--- config.mk ---
export PLATFORM = sky130hd
export DESIGN_NAME = bcd_scan_counter
export DESIGN_NICKNAME = d
export VERILOG_FILES = /design/src/rtl/bcd_scan_counter.sv
export SDC_FILE = /design/constraint.sdc
export NUM_CORES = 1
export LEC_CHECK = 0
export ABC_CLOCK_PERIOD_IN_PS = 2800
export BUFFER_PORTS_ARGS = -buffer_cell sky130_fd_sc_hd__buf_4
export CAP_MARGIN = 20
export CORE_UTILIZATION = 55
export DETAILED_ROUTE_END_ITERATION = 10
export PLACE_DENSITY = 0.76
export SLEW_MARGIN = 20
export SYNTH_ARGS = -nofsm -noshare
export SYNTH_HDL_FRONTEND = slang
export SYNTH_SLANG_ARGS = --single-unit
--- constraint.sdc ---
create_clock -name clk -period 2.8 [get_ports clk]
set_clock_uncertainty 0.05 [all_clocks]
set_input_delay 0.28 -clock clk [delete_from_list [all_inputs] [get_ports clk]]
set_output_delay 0.28 -clock clk [all_outputs]
set_load 0.05 [all_outputs]
--- src/rtl/bcd_scan_counter.sv ---
// -----------------------------------------------------------------------------
// bcd_scan_counter
//
// Two-digit BCD up/down counter (00..99) with a prescaled count tick,
// synchronous saturating load and a registered wrap pulse. The two digits are
// time-multiplexed onto a 7-segment bus with a one-hot digit select.
//
// Parameters
//   PRESCALE  clk cycles per count tick while en=1 (1..65535)
//   SCAN_DIV  clk cycles each digit is shown before dig_sel rotates (1..65535)
//
// Ports
//   clk        in   system clock, rising edge
//   reset      in   asynchronous active-high reset
//   en         in   count enable, gates the prescaler
//   up         in   1 = increment, 0 = decrement (sampled on the tick cycle)
//   load       in   synchronous load strobe, wins over a coincident tick
//   load_val   in   BCD load value {tens, units}; nibbles > 9 load as 9
//   count_bcd  out  registered BCD count {tens, units}
//   wrap       out  one-cycle pulse aligned with a 99->00 or 00->99 count
//   seg        out  segment pattern {g,f,e,d,c,b,a}, active-high, combinational
//   dig_sel    out  one-hot digit select: 01 = units, 10 = tens
// -----------------------------------------------------------------------------
module bcd_scan_counter #(
  parameter int PRESCALE = 4,
  parameter int SCAN_DIV = 2
) (
  input  logic       clk,
  input  logic       reset,
  input  logic       en,
  input  logic       up,
  input  logic       load,
  input  logic [7:0] load_val,
  output logic [7:0] count_bcd,
  output logic       wrap,
  output logic [6:0] seg,
  output logic [1:0] dig_sel
);

  localparam logic [15:0] PRE_TC  = 16'(PRESCALE - 1);
  localparam logic [15:0] SCAN_TC = 16'(SCAN_DIV - 1);

  logic [15:0] presc_q, presc_d;
  logic [15:0] scan_q,  scan_d;
  logic [3:0]  tens_q,  tens_d;
  logic [3:0]  units_q, units_d;
  logic        wrap_q,  wrap_d;
  logic [1:0]  dig_q,   dig_d;
  logic        tick;

  // Saturate an out-of-range nibble to 9 so count_bcd is always valid BCD.
  function automatic logic [3:0] clamp_bcd(input logic [3:0] d);
    return (d > 4'd9) ? 4'd9 : d;
  endfunction

  function automatic logic [6:0] decode7(input logic [3:0] d);
    case (d)
      4'd0:    return 7'h3F;
      4'd1:    return 7'h06;
      4'd2:    return 7'h5B;
      4'd3:    return 7'h4F;
      4'd4:    return 7'h66;
      4'd5:    return 7'h6D;
      4'd6:    return 7'h7D;
      4'd7:    return 7'h07;
      4'd8:    return 7'h7F;
      4'd9:    return 7'h6F;
      default: return 7'h00;
    endcase
  endfunction

  assign tick = en && (presc_q == PRE_TC);

  // Counter / prescaler / wrap next state.
  always_comb begin
    // NOTE: every signal gets a default first so no path can infer a latch.
    presc_d = presc_q;
    tens_d  = tens_q;
    units_d = units_q;
    wrap_d  = 1'b0;

    if (load) begin
      // Load discards any tick landing on the same edge.
      tens_d  = clamp_bcd(load_val[7:4]);
      units_d = clamp_bcd(load_val[3:0]);
      presc_d = '0;
    end else if (tick) begin
      presc_d = '0;
      if (up) begin
        if (units_q == 4'd9) begin
          units_d = 4'd0;
          if (tens_q == 4'd9) begin
            tens_d = 4'd0;
            wrap_d = 1'b1;
          end else begin
            tens_d = tens_q + 4'd1;
          end
        end else begin
          units_d = units_q + 4'd1;
        end
      end else begin
        if (units_q == 4'd0) begin
          units_d = 4'd9;
          if (tens_q == 4'd0) begin
            tens_d = 4'd9;
            wrap_d = 1'b1;
          end else begin
            tens_d = tens_q - 4'd1;
          end
        end else begin
          units_d = units_q - 4'd1;
        end
      end
    end else if (en) begin
      presc_d = presc_q + 16'd1;
    end
  end

  // Free-running scan divider; rotation keeps dig_sel one-hot by construction.
  always_comb begin
    scan_d = scan_q + 16'd1;
    dig_d  = dig_q;
    if (scan_q == SCAN_TC) begin
      scan_d = '0;
      dig_d  = {dig_q[0], dig_q[1]};
    end
  end

  // NOTE: reset is asynchronous, so it sits in the sensitivity list and acts
  // without waiting for a clock edge.
  always_ff @(posedge clk or posedge reset) begin
    if (reset) begin
      presc_q <= '0;
      scan_q  <= '0;
      tens_q  <= '0;
      units_q <= '0;
      wrap_q  <= 1'b0;
      dig_q   <= 2'b01;
    end else begin
      // NOTE: non-blocking assignments so every register samples pre-edge values.
      presc_q <= presc_d;
      scan_q  <= scan_d;
      tens_q  <= tens_d;
      units_q <= units_d;
      wrap_q  <= wrap_d;
      dig_q   <= dig_d;
    end
  end

  assign count_bcd = {tens_q, units_q};
  assign wrap      = wrap_q;
  assign dig_sel   = dig_q;
  assign seg       = decode7(dig_q[1] ? tens_q : units_q);

endmodule

# == Word level (Yosys, flattened, before mapping) ==
# Memory sizes are Yosys's and may differ from the RTL's.
# Cells that the tools add are included.
# W data, S select, Z words.
# word_totals
register_bits,43
latchBits,0
mem_bits_rw,0
rom_bits,112
input_bits,13
wordCells,53
memories,1
# op_classes
addsub,6
mul,0
div,0
n_lt_le_gt_ge,2
n_eq_ne,5
shift,0
n_mux,26
n_bitwise,0
n_reduce_logical,7
# mem_list
memory,words,word_bits,read_ports,rd_clocked_by_memory_dff,write_ports,line,source
(no name shown),16,7,1,0,0,57,case (d)
# ops
operator,count
$mux W16,4
$mux W4,15
$add A16 B1 Y16 const B,2
$eq A16 B1 Y1 const B,1
$eq A16 B2 Y1 const B,1
$add A4 B1 Y4 const B,2
$eq A4 B4 Y1 const B,2
$gt A4 B4 Y1 const B,2
$logic_not A4 Y1,2
$sub A4 B1 Y4 const B,2
$mux W1,7
$reduce_bool A3 Y1,2
$ne A3 B1 Y1 const B,1
$reduce_and A3 Y1,1
$reduce_bool A2 Y1,1
$logic_and A1 B1 Y1,1

# == Depth between registers and ports, before layout ==
# Gate-level depths: netlist of run 1.
# depth
depth_word,6
ltp_mapped,7
ltp_nobuf,6

# == Least setup slack after synthesis of run 1 ==
# Ideal clock, no wire load.
# synth_timing
kind,register -> output
from,register dig_q[1] (netlist: dig_sel[1])
to,output seg[0]
arrival_ns,2.767
required_time_ns,2.470
setup_slack_ns,-0.297
stages_incl_launch_ff,5
n_path_buf,1
cell_sequence,dfrtp_1 -> clkbuf_1 -> mux2i_1 -> nand2_1 -> o21ai_0
# synth_via
elab_chain_cells,2
# synth_lines
item,line,source
"start, declared",48,"logic [1:0] dig_q, dig_d;"
"start signal, assigned",146,dig_q <= dig_d;
$mux W4,153,assign seg = decode7(dig_q[1] ? tens_q : units_q);
$mem_v2 Z16 W7,n/a,
"end, declared",36,"output logic [6:0] seg,"
# No other way between the ends.

# == Worst setup path after layout of run 1 ==
# layout_timing
from,register dig_q[1] (netlist: dig_sel[1])
to,output seg[5]
# The elaborated chain is that of the path after synthesis.

==> results.md, run 1 <==
* Crit-path cells: mux2i_1, inv_1, ha_1, o22ai_1, buf_4
* Final Net Count at 335
* Area Growth Syn to Fin at 13.4%
* CP max stage cell: mux2i_1
* Worst-Skew Late Latency at 0.29 ns
* Worst Setup SP: dig_sel[1]
* DRT iter0 DRCs at 110
* Unrepaired setup endpoints after global routing: false
* Antenna violations before repair at 0
* Drt wl/cell at 14.0 um
* Max-cap violations at 0
* Post-cts sizing count at 0
* Async set-reset flop share out of synthesis at 100%
* Global-route usage over all layers at 22.2%
* Final Hold Viols at 0
* Congestion Overflow GR at 0
* Library cells used by synthesis at 51
* Slew @ Worst Pin at 0.588 ns
* Critical Path Start Type: flop
* Share of cells above drive strength 1 at 17.8%
* DR pass1 iterations at 7
* LEAKAGE at 0.00131 uW
* Number of synthesized flops with an enable pin at 0
* CTS Buf Count at 5
* CTS root buffer: clkbuf_8
* Buffers on Ports at 30
* Starting Density at 58.8%
* Vias/cell at 5.78
* Rel. slew slack at 59.7%
* Placer Congestion at 0.816
* Site Rows at 24
* Synthesized area at 2650 um2
* Fmax at 391 MHz
* Max-slew violations at 0
* Core area at 4500 um2
* Setup bufs post-CTS at 0
* Sequential area share after synthesis at 40.7%
* Final period util at 91.4%
* Post-Syn Instances at 286
* R2R Path Start: presc_q[0]
* Largest net degree at the start of global routing at 44
* CP Max Fanout at 9
* CTS tree: done
* Post-DP HPWL at 3770 um
* Final wirelength at 5120 um
* DRC viols at 2
* # diodes at 0
* Remaining antenna violation count at 0
* Dpl cells at 358
* Worst reg2reg path depth at 6
* Violated checks: design-rule violations
* Bufs and invs on worst path at 2
* Die Y at 71.4 um
* Critical path endpoint category: primary output
* First-pass GRT wire length at 8970 um
* Total number of vias at 2114
* Hold Crit Class: in -> async
* CTS sink count at 43
* Clock Pin Slew Worst Setup and Hold Paths at 0.09 ns
* Post-Layout Cell Count at 366
* Setup CP Type: reg -> out
* Family with the most delay on the worst path: multiplexers
* Status: complete, but fails checks
* Io pins at 31
* Deepest clock path buffer count at 2
* Final setup viols at 0
* Max IR drop VDD at 0.000296 V
* Power Dens Cells at 470 nW/um2
* Post-layout min period at 2.56 ns
* CP max stage delay at 0.57 ns
* Post-CTS Hold Buffers at 0
* Syn Area/Cell at 9.26 um2
* Die area at 5100 um2
* Vias in the first global route at 2017
* Ys flop type: dfrtp_1
* Crit path depth at 5
* Crit path DAT at 2.23 ns
* Synthesis warning total at 0
* Synthesized Nets at 308
* Final hold slack at 0.0588 ns
* Die X at 71.4 um
* CTS H-tree depth at 2
* Flops & latches, synth at 43
* CP Data Required Time at 2.47 ns
[area by class of cell]
type | instances | area, um2
Clock buffer | 5 | 68.8
Multi-Input combinational cell | 216 | 1460
Timing Repair Buffer | 36 | 270
Tap cell | 52 | 65.1
Clock inverter | 3 | 25.0
Sequential cell | 43 | 1080
Inverter | 11 | 41.3
Fill cell | 368 | 1500
[cell families (layout without fill, tap and decap cells)]
kind of cell	after synthesis	in the layout	share of synthesized area [%]
AND/OR/NAND/NOR	110	110	22.7
AO/OA/AOI/OAI	59	59	14.7
flip-flops	43	43	40.7
XOR/XNOR	29	29	9.59
buffers and inverters	27	55	4.39
adder cells (fa/ha/maj)	9	9	4.25
multiplexers	9	9	3.68
[final timing paths]
check,to,slack (ns)
min in group clk,tens_q[2],0.17
min,presc_q[5],0.06
max in group asynchronous,dig_sel[0],2.26
min reg2reg,scan_q[6],0.45
max reg2reg,tens_q[2],0.44
max,seg[5],0.24
[synth_stat cells, types with 3 or more instances]
| master | number | area (um2) |
|---|---|---|
| xor2_1 | 9 | 78.8 |
| inv_1 | 11 | 41.3 |
| o21ai_0 | 20 | 100 |
| and3_1 | 4 | 25.0 |
| o21a_1 | 3 | 22.5 |
| buf_2 | 3 | 15.0 |
| nand4_1 | 8 | 50.1 |
| nand3_1 | 13 | 65.1 |
| o22ai_1 | 4 | 25.0 |
| nand2_1 | 20 | 75.1 |
| dfrtp_1 | 42 | 1050 |
| and4_1 | 3 | 26.3 |
| xnor2_1 | 20 | 175 |
| o31a_1 | 3 | 26.3 |
| clkbuf_1 | 11 | 41.3 |
| ha_1 | 9 | 113 |
| nor3_1 | 4 | 20.0 |
| nor4_1 | 5 | 31.3 |
| o21ai_1 | 4 | 20.0 |
| nand2b_1 | 3 | 18.8 |
| nand3b_1 | 5 | 37.5 |
| mux2i_1 | 6 | 60.1 |
| a21oi_1 | 8 | 40.0 |
| nor2_1 | 30 | 113 |
| a31oi_1 | 3 | 18.8 |
[power breakdown]
part / switching [uW] / total [uW] / internal [uW]
clock network: 213 / 391 / 178
logic: 238 / 357 / 120
registers: 27.7 / 662 / 634
[metrics by stage]
stage / TNS [ns] / total power (uW) / instance area [um2] / util, % / setup WS [ns]
after global placement: 0 / 1030 / 2910 / 64.6 / 0.564
after global routing: 0 / 1480 / 3000 / 66.7 / 0.0163
after CTS: 0 / 1420 / 3000 / 66.7 / 0.247
after detailed placement: 0 / 1030 / 2910 / 64.6 / 0.491
after floorplan: -0.835 / 928 / 2650 / - / -0.297
final: 0 / 1410 / 3000 / 66.7 / 0.242
[metal layers]
| layer | global-route usage [%] | up-vias | wire length [um] |
|---|---|---|---|
| met5 | 0 | - | 0 |
| met4 | 6.89 | 0 | 52 |
| met3 | 4.36 | 6 | 189 |
| met2 | 35.6 | 48 | 2260 |
| met1 | 30.8 | 992 | 2610 |
| li1 | - | 1068 | - |
[worst register-to-register path, stage by stage, from the launching register on]
cell	delay, ns
dfrtp_1	0.42
ha_1	0.21
or4b_4	0.51
nor4_4	0.29
and3_1	0.34
mux2_4	0.34
o22ai_2	0.11
[sequential cells by signal, indices dropped and copies added (netlist names)]
| register | flops |
|---|---|
| wrap | 1 |
| tens_q | 4 |
| units_q | 4 |
| dig_sel | 2 |
| presc_q | 16 |
| scan_q | 16 |
[cells in the final DEF, fill, tap and decap left out, drive strengths merged, types with 2 or more instances in the layout]
| master | n |
|---|---|
| or4b | 2 |
| nor3 | 4 |
| and2 | 2 |
| and4 | 4 |
| o2111ai | 2 |
| dfrtp | 42 |
| nand2b | 3 |
| ha | 9 |
| mux2i | 6 |
| xor2 | 9 |
| clkinv | 2 |
| or4 | 2 |
| a21oi | 8 |
| mux2 | 3 |
| nand4 | 8 |
| a21o | 2 |
| nor4 | 6 |
| o41ai | 2 |
| nor2 | 30 |
| a211oi | 2 |
| or3 | 2 |
| nand3b | 5 |
| nor2b | 2 |
| o211ai | 2 |
| inv | 11 |
| o31a | 3 |
| nand2 | 20 |
| clkbuf | 5 |
| nand3 | 13 |
| o21ai | 24 |
| a31oi | 3 |
| xnor2 | 20 |
| o21a | 3 |
| and3 | 4 |
| o22ai | 5 |
| buf | 36 |
(Power assumes the default switching activity.)
==> run 2: changes to the inputs <==
--- a/config.mk
+++ b/config.mk
@@ -10,7 +10,7 @@
 export CAP_MARGIN = 20
 export CORE_UTILIZATION = 55
 export DETAILED_ROUTE_END_ITERATION = 10
-export PLACE_DENSITY = 0.76
+export PLACE_DENSITY = 0.8
 export SLEW_MARGIN = 20
 export SYNTH_ARGS = -nofsm -noshare
 export SYNTH_HDL_FRONTEND = slang
==> run 2 against run 1 <==
  * The run still ends with design-rule violations left
  * Utilization fell by 0.11 points
  * Final cell count did not move
  * Register-to-register slack better by 0.05 ns
  * Sequential cell count is the same
  * Combinational power hardly changed
  * Design area shrank 0.17%
  * Total power barely moved
  * Critical endpoint unchanged
  * Largest cell class unchanged
  * Highest routed layer unchanged
==> results.md, run 2 (same netlist as run 1, synthesis figures left out) <==
* Status: complete, but fails checks
* Violated checks: design-rule violations
* Family with the most delay on the worst path: multiplexers
* DRT iter0 DRCs at 110 (unchanged)
* Crit path DAT at 2.24 ns (about the same)
* Bufs and invs on worst path at 2 (unchanged)
* Congestion Overflow GR at 0 (unchanged)
* Power Dens Cells at 471 nW/um2 (+0.23%)
* Clock Pin Slew Worst Setup and Hold Paths at 0.09 ns (about the same)
* Final Hold Viols at 0 (unchanged)
* Share of cells above drive strength 1 at 17.8% (unchanged)
* DRC viols at 3 (+1)
* Final period util at 91.7% (+0.35 points)
* Final setup viols at 0 (unchanged)
* # fillers at 368 (unchanged)
* Post-DP HPWL at 3750 um (-0.57%)
* Io pins at 31 (unchanged)
* First-pass GRT wire length at 9240 um (+3.0%)
* Max IR drop VDD at 0.000308 V (+3.9%)
* CTS root buffer: clkbuf_8
* Core area at 4500 um2 (unchanged)
* Dpl cells at 358 (unchanged)
* # diodes at 0 (unchanged)
* Remaining antenna violation count at 0 (unchanged)
* Unrepaired setup endpoints after global routing: false
* Post-layout min period at 2.57 ns (+0.00989 ns)
* CP Max Fanout at 9 (unchanged)
* Critical path endpoint category: primary output
* CTS tree: done
* CTS sink count at 43 (unchanged)
* Max-slew violations at 0 (unchanged)
* Slew @ Worst Pin at 0.729 ns (+0.141 ns)
* CP max stage delay at 0.57 ns (about the same)
* CTS Buf Count at 5 (unchanged)
* Worst-Skew Late Latency at 0.30 ns (about the same)
* CP Data Required Time at 2.47 ns (about the same)
* Vias/cell at 5.87 (+1.7%)
* Final Net Count at 335 (unchanged)
* Area Growth Syn to Fin at 13.2%
* Site Rows at 24 (unchanged)
* Post-CTS Hold Buffers at 0 (unchanged)
* Die X at 71.4 um (unchanged)
* Starting Density at 58.8% (unchanged)
* Fmax at 389 MHz (-0.39%)
* Max-cap violations at 0 (unchanged)
* Critical Path Start Type: flop
* Drt wl/cell at 14.3 um (+2.0%)
* Die area at 5100 um2 (unchanged)
* Deepest clock path buffer count at 2 (unchanged)
* Post-cts sizing count at 0 (unchanged)
* Commonest non-fill, non-tap cell in the layout: dfrtp_1
* Largest registers: presc_q x16, scan_q x16
* Global-route usage over all layers at 23.1% (+0.89 points)
* Largest net degree at the start of global routing at 44 (unchanged)
* LEAKAGE at 0.00130 uW (-0.37%)
* Setup bufs post-CTS at 0 (unchanged)
* Die Y at 71.4 um (unchanged)
* Placer Congestion at 0.837 (+2.7%)
* Final wirelength at 5220 um (+2.0%)
* CTS H-tree depth at 2 (unchanged)
* Hold Crit Class: in -> async
* Buffers on Ports at 30 (unchanged)
* DR pass1 iterations at 8 (+1)
* Setup CP Type: reg -> out
* Post-place setup slack at 0.500 ns (+0.00934 ns)
* Antenna violations before repair at 0 (unchanged)
* Total number of vias at 2150 (+1.7%)
* Crit-path cells: mux2i_1, inv_1, ha_1, o22ai_1, buf_4
* Worst Slack Setup Final at 0.232 ns (-0.00989 ns)
* Rel. slew slack at 50.0% (-9.7 points)
* Vias in the first global route at 1996 (-1.0%)
* CP max stage cell: mux2i_1
* Most frequent cells in the layout: 42 x dfrtp_1, 36 x buf_4, 30 x nor2_1
* Post-Layout Cell Count at 366 (unchanged)
==> run 2: final cells by class <==
type / instances / area, um2 / area share, %
timing repair buffer: 36 / 270 / 9.02
tap: 52 / 65.1 / 2.17
inverter: 11 / 41.3 / 1.38
clock inverter: 3 / 20.0 / 0.668
sequential: 43 / 1080 / 35.9
multi-input combinational: 216 / 1460 / 48.5
clock buffer: 5 / 68.8 / 2.30
==> run 2: worst min-delay path: stages <==
cell	delay, ns
buf_4	0.10
inv_1	0.04
buf_4	0.44
==> run 2: final timing paths <==
| path | start | end | slack (ns) | cells past startpoint |
|---|---|---|---|---|
| setup / recovery | dig_sel[1] | seg[5] | 0.23 | 5 |
| hold / removal | reset | scan_q[13] | 0.05 | 3 |
| setup reg to reg | presc_q[0] | tens_q[2] | 0.49 | 6 |
| hold reg to reg | scan_q[15] | scan_q[15] | 0.43 | 1 |
| max in group asynchronous | reset | dig_sel[0] | 2.27 | 3 |
| min in group clk | load_val[7] | tens_q[2] | 0.15 | 2 |
==> run 2: per-stage QoR <==
step | area (um2) | hold WS (ns) | setup TNS, ns | total power [uW] | util (%)
3_5_place_dp | 2910 | 0.403 | 0 | 1030 | 64.6
2_1_floorplan | 2650 | 0.336 | -0.835 | 928 | -
3_3_place_gp | 2910 | 0.400 | 0 | 1030 | 64.6
5_1_grt | 3000 | 0.0969 | 0 | 1480 | 66.6
6_report | 3000 | 0.0472 | 0 | 1410 | 66.6
4_1_cts | 3000 | 0.0642 | 0 | 1420 | 66.6
==> run 2: routing by layer <==
layer,track usage (%),wire [um],vias to the layer above
met5,0,0,-
met4,6.89,36,0
met3,5.34,235,4
met2,35.6,2410,52
met1,32.8,2540,1020
li1,-,-,1074
==> run 2: power breakdown <==
group	internal, uW	switching, uW	leakage, uW
registers	634	27.9	0.000577
logic	119	238	0.000684
clock network	173	218	0.0000402
==> run 3: changes to the inputs <==
--- a/config.mk
+++ b/config.mk
@@ -8,10 +8,11 @@
 export ABC_CLOCK_PERIOD_IN_PS = 2800
 export BUFFER_PORTS_ARGS = -buffer_cell sky130_fd_sc_hd__buf_4
 export CAP_MARGIN = 20
-export CORE_UTILIZATION = 55
+export CORE_MARGIN = 2
+export CORE_UTILIZATION = 50
 export DETAILED_ROUTE_END_ITERATION = 10
-export PLACE_DENSITY = 0.8
-export SLEW_MARGIN = 20
+export PLACE_DENSITY = 0.74
+export SLEW_MARGIN = 5
 export SYNTH_ARGS = -nofsm -noshare
 export SYNTH_HDL_FRONTEND = slang
 export SYNTH_SLANG_ARGS = --single-unit
==> run 3 against run 2 <==
  * The run now ends clean
  * Fmax increased by 0.96%
  * Critical endpoint is now seg[3]
  * Non-clock buffer count increased by 1
  * First-iteration DRC count decreased by 27%
  * Sequential power about the same
  * Largest power group unchanged
  * Hold slack got worse by 0.0046 ns
==> results.md, run 3 (same netlist as run 1, synthesis figures left out) <==
* Drt wl/cell at 13.7 um (-4.0%)
* Final Hold Viols at 0 (unchanged)
* Die Y at 76.8 um (+7.5%)
* Post-DP HPWL at 3750 um (-0.13%)
* Site Rows at 26 (+8.3%)
* Unrepaired setup endpoints after global routing: false
* CTS sink count at 43 (unchanged)
* DRT iter0 DRCs at 80 (-27%)
* Clock power share at 27.5% (-0.2 points)
* Area Growth Syn to Fin at 14.2%
* Commonest non-fill, non-tap cell in the layout: dfrtp_1
* Core area at 5110 um2 (+13%)
* Max IR drop VDD at 0.000376 V (+22%)
* Max-slew violations at 0 (unchanged)
* Final wirelength at 5270 um (+0.96%)
* Power Dens Cells at 465 nW/um2 (-1.3%)
* Setup CP Type: reg -> out
* Sw Ratio at 33.9% (-0.41 points)
* Total number of vias at 2099 (-2.4%)
* CTS H-tree depth at 2 (unchanged)
* CP Data Required Time at 2.47 ns (about the same)
* CTS tree: done
* Final period util at 90.8% (-0.87 points)
* CTS Buf Count at 5 (unchanged)
* Power Internal at 928 uW (+0.14%)
* Vias in the first global route at 1962 (-1.7%)
* Dpl cells at 377 (+5.3%)
* Antenna violations before repair at 0 (unchanged)
* Io pins at 31 (unchanged)
* DR pass1 iterations at 4 (-4)
* Final Net Count at 336 (+0.30%)
* Setup bufs post-CTS at 0 (unchanged)
* Critical path endpoint category: primary output
* Vias/cell at 5.45 (-7.2%)
* Die X at 76.8 um (+7.5%)
* Switching pwr at 477 uW (-1.6%)
* Fmax at 393 MHz (+0.96%)
* Share of cells above drive strength 1 at 17.8% (-0.057 points)
* Crit path DAT at 2.21 ns (-0.03 ns)
* Combinational power share at 25.1% (-0.2 points)
* First-pass GRT wire length at 8840 um (-4.3%)
* Post-Layout Cell Count at 385 (+5.2%)
* Critical Path Start Type: flop
* Deepest clock path buffer count at 2 (unchanged)
* Clock Pin Slew Worst Setup and Hold Paths at 0.08 ns (about the same)
* Largest registers: presc_q x16, scan_q x16
* LEAKAGE at 0.00131 uW (+0.47%)
* # fillers at 451 (+23%)
* Post-layout min period at 2.54 ns (-0.0244 ns)
* Remaining antenna violation count at 0 (unchanged)
* Hold Crit Class: in -> async
* CP Max Fanout at 9 (unchanged)
* Worst-Skew Late Latency at 0.30 ns (about the same)
* Most frequent cells in the layout: 42 x dfrtp_1, 37 x buf_4, 30 x nor2_1
* Final setup viols at 0 (unchanged)
* Post-cts sizing count at 0 (unchanged)
* Global-route usage over all layers at 18.5% (-4.7 points)
* Placer Congestion at 0.786 (-6.1%)
* Largest net degree at the start of global routing at 23 (-48%)
* Die area at 5900 um2 (+16%)
* Sequential Power Share at 47.4% (+0.5 points)
* Rel. slew slack at 53.4% (+3.3 points)
* DRC viols at 0 (-3)
* Slew @ Worst Pin at 0.699 ns (-0.0301 ns)
* Max-cap violations at 0 (unchanged)
* Status: completed
* Post-CTS Hold Buffers at 0 (unchanged)
* Starting Density at 51.9% (-6.9 points)
* CTS root buffer: clkbuf_8
* # diodes at 0 (unchanged)
* Total Neg Setup Slack at 0 ns (unchanged)
* Congestion Overflow GR at 0 (unchanged)
* Final core occ at 59.2% (-7.3 points)
* Buffers on Ports at 30 (unchanged)
[run 3: routing by layer]
metal	share of wire [%]	up-vias	global-route usage (%)
met5	0	-	0
met4	1.3	0	5.64
met3	2.1	5	4.82
met2	47	25	29.7
met1	50	1004	24.4
li1	-	1065	-
[run 3: power groups by stage]
stage / registers, uW / clock network (uW) / logic (uW)
6_report: 665 / 387 / 353
4_1_cts: 664 / 405 / 355
3_3_place_gp: 676 / 0 / 352
2_1_floorplan: 700 / 0 / 228
3_5_place_dp: 676 / 0 / 353
5_1_grt: 669 / 431 / 383
[run 3: cell type report]
class | count | area, um2 | area share, %
Multi-Input combinational cell | 216 | 1460 | 48.1
Sequential cell | 43 | 1080 | 35.6
Timing Repair Buffer | 37 | 278 | 9.18
Tap cell | 70 | 87.6 | 2.90
Clock buffer | 6 | 72.6 | 2.40
Inverter | 11 | 41.3 | 1.37
Clock inverter | 2 | 12.5 | 0.414
[run 3: stage by stage]
stage	area, um2	hold WS, ns	power [uW]	setup WS (ns)
finish	3020	0.0426	1400	0.257
global route	3020	0.0964	1480	0.0108
CTS	3020	0.0605	1420	0.244
detailed placement	2940	0.389	1030	0.499
global placement	2940	0.390	1030	0.553
floorplan	2650	0.336	928	-0.297
[run 3: worst paths after layout]
check | slack [ns] | cells after the start | end | from
hold / removal | 0.04 | 2 | scan_q[13] | reset
setup / recovery | 0.26 | 6 | seg[3] | dig_sel[1]
setup reg to reg | 0.50 | 6 | tens_q[2] | presc_q[0]
hold reg to reg | 0.45 | 1 | scan_q[15] | scan_q[15]
min in group clk | 0.15 | 2 | tens_q[2] | load_val[7]
max in group asynchronous | 2.01 | 3 | presc_q[9] | reset
[run 3: critical path, cell delays in order (launching register included)]
cell and delay, ns:
dfrtp_1 0.54, mux2i_1 0.55, inv_1 0.18, nor2_1 0.18, o21ai_0 0.13, o21ai_0 0.11
buf_4 0.23
